`src/rtl/mem_arbiter_if.sv`:
```
// Cache-to-memory line transaction types and the bus bundle around the arbiter.
// The slave modport is the arbiter's view; master is the caches/memory side.
package mem_arbiter_pkg;

    typedef struct packed {
        logic [31:0]  addr;
        logic [127:0] w_data;
        logic         req;
        logic         w_en;
    } type_cache2mem_s;

    typedef struct packed {
        logic [127:0] r_data;
        logic         ack;
    } type_mem2cache_s;

endpackage

interface mem_arbiter_if;

    mem_arbiter_pkg::type_cache2mem_s icache2mem_i;
    mem_arbiter_pkg::type_mem2cache_s mem2icache_o;
    mem_arbiter_pkg::type_cache2mem_s dcache2mem_i;
    mem_arbiter_pkg::type_mem2cache_s mem2dcache_o;
    mem_arbiter_pkg::type_cache2mem_s arb2mem_o;
    mem_arbiter_pkg::type_mem2cache_s mem2arb_i;

    modport slave (
        input  icache2mem_i,
        input  dcache2mem_i,
        input  mem2arb_i,
        output mem2icache_o,
        output mem2dcache_o,
        output arb2mem_o
    );

    modport master (
        output icache2mem_i,
        output dcache2mem_i,
        output mem2arb_i,
        input  mem2icache_o,
        input  mem2dcache_o,
        input  arb2mem_o
    );

endinterface

```
`src/rtl/mem_arbiter.sv`:
```
// Round-robin arbiter merging icache and dcache line requests onto one memory
// port, with one outstanding transaction at a time.
module mem_arbiter
    import mem_arbiter_pkg::*;
(
    input  logic         clk,
    input  logic         rst_n,
    mem_arbiter_if.slave bus
);

    typedef enum logic {
        IDLE,
        BUSY
    } state_e;

    typedef enum logic {
        ICACHE,
        DCACHE
    } port_e;

    state_e state_q, state_d;
    port_e  grant_q, grant_d;
    port_e  lastGrant_q, lastGrant_d;

    logic iReq;
    logic dReq;

    assign iReq = bus.icache2mem_i.req;
    assign dReq = bus.dcache2mem_i.req;

    // Reset leaves lastGrant at ICACHE so the first tie goes to the dcache.
    always_ff @(posedge clk or posedge rst_n) begin
        if (rst_n) begin
            state_q     <= IDLE;
            grant_q     <= ICACHE;
            lastGrant_q <= ICACHE;
        end else begin
            state_q     <= state_d;
            grant_q     <= grant_d;
            lastGrant_q <= lastGrant_d;
        end
    end

    // Memory request is gated by the registered state, so a client req never
    // reaches memory combinationally; only the memory response path is combinational.
    always_comb begin
        state_d          = state_q;
        grant_d          = grant_q;
        lastGrant_d      = lastGrant_q;
        bus.arb2mem_o    = '0;
        bus.mem2icache_o = '0;
        bus.mem2dcache_o = '0;

        case (state_q)
            IDLE: begin
                if (iReq || dReq) begin
                    state_d = BUSY;
                    if (iReq && dReq) begin
                        grant_d = (lastGrant_q == ICACHE) ? DCACHE : ICACHE;
                    end else if (iReq) begin
                        grant_d = ICACHE;
                    end else begin
                        grant_d = DCACHE;
                    end
                end
            end

            BUSY: begin
                // The instruction cache never writes, whatever its w_en says.
                if (grant_q == ICACHE) begin
                    bus.arb2mem_o      = bus.icache2mem_i;
                    bus.arb2mem_o.w_en = 1'b0;
                end else begin
                    bus.arb2mem_o = bus.dcache2mem_i;
                end
                bus.arb2mem_o.req = 1'b1;

                if (bus.mem2arb_i.ack) begin
                    if (grant_q == ICACHE) begin
                        bus.mem2icache_o = bus.mem2arb_i;
                    end else begin
                        bus.mem2dcache_o = bus.mem2arb_i;
                    end
                    lastGrant_d = grant_q;
                    state_d     = IDLE;
                end
            end

            default: begin
                state_d = IDLE;
            end
        endcase
    end

endmodule

```
`src/flat_wrapper.sv`:
```
// flat-port wrapper written by rule: the top's interface ports become plain ports
module mem_arbiter_flat import mem_arbiter_pkg::*;
  (clk, rst_n, bus_icache2mem_i, bus_dcache2mem_i, bus_mem2arb_i, bus_mem2icache_o, bus_mem2dcache_o, bus_arb2mem_o);
  mem_arbiter_if bus_i ();
  input  logic clk;
  input  logic rst_n;
  input wire logic [$bits(bus_i.icache2mem_i)-1:0] bus_icache2mem_i;
  input wire logic [$bits(bus_i.dcache2mem_i)-1:0] bus_dcache2mem_i;
  input wire logic [$bits(bus_i.mem2arb_i)-1:0] bus_mem2arb_i;
  output wire logic [$bits(bus_i.mem2icache_o)-1:0] bus_mem2icache_o;
  output wire logic [$bits(bus_i.mem2dcache_o)-1:0] bus_mem2dcache_o;
  output wire logic [$bits(bus_i.arb2mem_o)-1:0] bus_arb2mem_o;
  assign bus_i.icache2mem_i = bus_icache2mem_i;
  assign bus_i.dcache2mem_i = bus_dcache2mem_i;
  assign bus_i.mem2arb_i = bus_mem2arb_i;
  assign bus_mem2icache_o = bus_i.mem2icache_o;
  assign bus_mem2dcache_o = bus_i.mem2dcache_o;
  assign bus_arb2mem_o = bus_i.arb2mem_o;
  mem_arbiter u_core (.clk(clk), .rst_n(rst_n), .bus(bus_i));
endmodule
```
`config.mk`:
```
export PLATFORM = sky130hd
export DESIGN_NAME = mem_arbiter_flat
export DESIGN_NICKNAME = d
export VERILOG_FILES = /design/src/rtl/mem_arbiter_if.sv /design/src/rtl/mem_arbiter.sv /design/src/flat_wrapper.sv
export SDC_FILE = /design/constraint.sdc
export NUM_CORES = 1
export LEC_CHECK = 0
export ABC_AREA = 1
export ABC_CLOCK_PERIOD_IN_PS = 2050
export BUFFER_PORTS_ARGS = -buffer_cell sky130_fd_sc_hd__buf_2
export CORE_AREA = 2 2 339 341
export CTS_CLUSTER_SIZE = 14
export DETAILED_ROUTE_END_ITERATION = 8
export DIE_AREA = 0 0 341 343
export PLACE_DENSITY = 0.3
export SLEW_MARGIN = 20
export SYNTH_ARGS = -nofsm -noshare
export SYNTH_HDL_FRONTEND = slang
export SYNTH_SLANG_ARGS = --single-unit
```
`constraint.sdc`:
```
create_clock -name clk -period 2.05 [get_ports clk]
set_clock_uncertainty 0.2 [all_clocks]
set_input_delay 0.1025 -clock clk [delete_from_list [all_inputs] [get_ports clk]]
set_output_delay 0.1025 -clock clk [all_outputs]
set_load 0.01 [all_outputs]
```
# == Yosys cells after proc, flatten, opt, wreduce, memory -nomap -nowiden ==
# Cells that the tools add are included.
# word_totals
output_inout_bits,420
reg_bits,3
inputBits,455
wordCells,22
# classes
mux,14
reduce_logical,4
bitwise_logic,1
# op_table
cell,n
$mux W129,6
$mux W162,2
$mux W1,5
$reduce_and A2 Y1,2
$pmux W1 S2,1
$logic_and A1 B1 Y1,1
$logic_or A1 B1 Y1,1
$not A1 Y1,1

# == Longest topological paths before layout ==
# depth
ltp_word,3
ltp_mapped,7
ltp_nobuf,4

# == Worst setup path after synthesis ==
# Ideal clock, no wire load.
# synth_timing
path_type,register -> output
from,register u_core.grant_q
to,output port bus_mem2icache_o[105]
n_path_buf,3
arrival_ps,1233
path_slack_ps,515
required_ps,1747
path_stages_with_launch,7
path_cell_list,dfrtp_1 > buf_4 > nor2_2 > inv_2 > buf_2 > buf_2 > nor2_1
# synth_between
elab_chain_len,3
# synth_rtl
element,line_no,source
from (decl),mem_arbiter.sv:22,"port_e grant_q, grant_d;"
from (signal assigned),mem_arbiter.sv:39,grant_q <= grant_d;
$mux W129,mem_arbiter.sv:79,if (grant_q == ICACHE) begin
$mux W129,mem_arbiter.sv:78,if (bus.mem2arb_i.ack) begin
$mux W129,mem_arbiter.sv:54,case (state_q)
to (decl),flat_wrapper.sv:10,output wire logic [$bits(bus_i.mem2icache_o)-1:0] bus_mem2icache_o;
# No other way between the ends.

# == Final worst setup path ==
# layout_timing
from,register u_core.grant_q
to,output port bus_arb2mem_o[100]
# layout_between
elab_chain_len,2
# layout_rtl
element,line_no,source
$mux W162,mem_arbiter.sv:70,if (grant_q == ICACHE) begin
$mux W162,mem_arbiter.sv:54,
to (decl),flat_wrapper.sv:12,output wire logic [$bits(bus_i.arb2mem_o)-1:0] bus_arb2mem_o;
# No other way between the ends.

==> results by group <==
Logic synthesis
  • Post-Syn Nets: 1,423
  • Syn Area/Cell: approximately 4.2 um2
  • Post-Syn Area: between 4000 and 5000 um2
  • Top-area cell type share of the netlist area: 53.1%
  • Synthesized instance count: a little under 1,000
  • Synth Register Bits: 3
  • Cell taking the most area after synthesis: nor2_1
  • Seq/Total Area, Yosys: 1.84%
  • Ranking of synthesized cells by area: nor2_1, o21ai_0, inv_1
  • Synth unique cells: 16
  • YS warnings: 0

CTS
  • CTS sink cnt: 3
  • Htree depth: 1
  • Clock latency on the worst-skew pair: 230 ps
  • Root buffer cell: clkbuf_16
  • CTS max path bufs: 2
  • CTS tree: done
  • CTS clk-pin slew, worst paths: about 30 ps
  • CTS buffer count: 3

Die
  • Core Rows: between 100 and 150
  • I/O pin count: between 800 and 900
  • Die height: about 340 um
  • Core ar.: around 110,000 um2
  • Chip width: roughly 340 um
  • Die area: between 100,000 and 150,000 um2
  • Initial core utilization: 3.59%

Global route
  • GRT Overall Usage: approximately an eighth
  • Gr ovfl total: 0
  • First-pass GRT wire length: between 90,000 and 100,000 um
  • Largest net degree at the start of global routing: 63
  • Number of global-route vias before repair: a little under 9,000
  • Initial antenna violation count: 134

Drt
  • Wirelength, routed: ~76,000 um
  • Vias: 9,817
  • Iteration count of the initial detailed-routing pass: 4
  • Iter 0 DRT Violations: between 500 and 600
  • Routed Antenna Nets: 0
  • Vias per Instance: 2.95
  • Wire per inst: 22.7 um
  • DRC viols: 0

Final layout
  • Layout cells sized above 1: roughly half
  • Fill count: 13,801
  • Nets@finish: roughly 2,300
  • Post-route cell area: ~11,000 um2
  • Area Overhead vs Synth: 161%

Placement
  • Final GP Congestion: between 0.7 and 0.8
  • Placed Area: slightly above 10,000 um2
  • # port buffers: 873
  • DP HPWL: around 68,000 um

Timing
  • Final Hold Vio Count: 0
  • FMAX: roughly 0.50 GHz
  • Final Critical Period: approximately 2000 ps
  • RSZ-0062 raised after global routing: true
  • Fin. max-slew vios: 0
  • Slew HR: between 70% and 80%
  • Number of setup violations in the final report: 0
  • Least-Margin Pin Slew: around 430 ps
  • Final period utilization: a little under 100%

Setup path
  • Setup CP Type: register to output pin
  • CP peak stage delay: between 400 and 500 ps
  • Crit-path leading delay family: flip-flops
  • Critical Path AT: 1710 ps
  • Cells along the critical path: buf_12, o21ai_0, nor2_1, buf_2
  • Crit path buffers/inverters: 2
  • Req. time, crit path: 1750 ps
  • Crit path launch type: register
  • CP Max Fanout: 62
  • Critical path's slowest cell: dfrtp_4
  • CP endpoint kind: output pin
  • R2R setup slack: about 420 ps

Outcome
  • Run status: completed

Power and ir drop
  • Power Total: 8.77 mW
  • Pleak: 6.52 nW
  • PD cells: 823 nW/um2
  • Peak supply drop: 0.376 mV

Run
  • Max cap viols: 0

Min path
  • Worst hold path type: primary input to register
-- final timing paths --
check	end	from	depth (start not counted)
max	bus_arb2mem_o[100]	u_core.grant_q$_DFFE_PP0P_	4
min reg2reg	u_core.lastGrant_q$_DFFE_PP0P_	u_core.lastGrant_q$_DFFE_PP0P_	2
min in group asynchronous	u_core.lastGrant_q$_DFFE_PP0P_	rst_n	3
max in group asynchronous	u_core.state_q$_DFF_PP0_	rst_n	3
min	u_core.lastGrant_q$_DFFE_PP0P_	bus_mem2arb_i[0]	4
max reg2reg	u_core.grant_q$_DFFE_PP0P_	u_core.state_q$_DFF_PP0_	5
-- power breakdown --
group	internal (mW)	switching, mW
Combinational	2.95	5.35
Sequential	0.0939	0.0648
Clock	0.257	0.0543
Total	3.30	5.46
-- cell type report --
cell class                 instances  area, um2  area share [%]
sequential                         3       82.6           0.775
antenna                            7       17.5           0.164
multi-input combinational        750       3060            28.7
timing repair inverter             2       17.5           0.164
tap                             1512       1890            17.8
clock buffer                       4       78.8           0.740
timing repair buffer             921       4980            46.8
inverter                         133        524            4.92
-- logic make-up after synthesis --
family / Yosys count / share of synthesized area [%]
flops: 3 / 1.84
buf+inv: 215 / 23.6
simple gates: 589 / 54.7
compound gates: 161 / 19.8
-- metal layers --
layer  routed length (um)  up-vias  global-route usage (%)
li1                     -     4554                       -
met1                28000     4234                    12.9
met2                37400      685                    21.4
met3                 8260      256                    5.56
met4                 1500       88                    1.08
met5                  606        -                       0
-- synth_stat cells --
library cell  count
buf_6            12
buf_2            22
nand2_1           7
nand2_4           1
nor2_4            1
inv_4             1
clkbuf_1         39
inv_2             2
nand3_1           2
o21ai_0         160
buf_4             9
nor2_1          577
nor2_2            1
o211ai_1          1
inv_1           130
dfrtp_1           3
-- per-stage QoR --
stage	utilization, %	worst slack (ps)	hold slack, ps	std cells	TNS [ps]
2_1_floorplan	-	515	-344	968	0
3_5_place_dp	9.09	60.5	-217	3306	0
4_1_cts	9.25	-8.34	36.1	3315	-8.34
5_1_grt	9.38	-49.7	89.4	3326	-559
6_report	9.40	35.6	32.6	3332	0
3_3_place_gp	9.09	46.4	-217	3306	0
-- tightest hold or removal path, delay by kind of cell --
| kind | cells | cell delay [ps] |
|---|---|---|
| buffers and inverters | 1 | 120 |
| and+or+nand+nor | 3 | 190 |
-- flip-flops by register name, indices dropped and copies added, names as in the netlist --
register,count
u_core.grant_q,1
u_core.lastGrant_q,1
u_core.state_q,1
-- cells in the final DEF, fill, tap and decap left out --
cell type	synthesis	final
nor2_2	1	1
clkbuf_16	0	4
dlygate4sd3_1	0	4
clkbuf_4	0	3
buf_2	22	869
o211ai_1	1	1
nor2_4	1	3
inv_8	0	1
nand3_1	2	2
buf_12	0	9
nor2_1	577	575
buf_16	0	4
diode_2	0	7
clkinv_8	0	1
o21ai_2	0	1
dfrtp_1	3	1
o21ai_0	160	144
inv_6	0	3
buf_4	9	30
dfrtp_4	0	2
o21ai_1	0	15
inv_1	130	130
nand2_4	1	1
bufbuf_16	0	1
nand2_1	7	7
clkbuf_1	39	1
-- what timing repair did --
item,in CTS,in global routing
hold endpoints to repair,5,0
resized for setup,14,18
cloned,1,3
pin swaps,0,0
buffers inserted,0,7
hold buffers,4,0
endpoints found under the setup margin,23,77
Power figures use the tool's default switching activity.
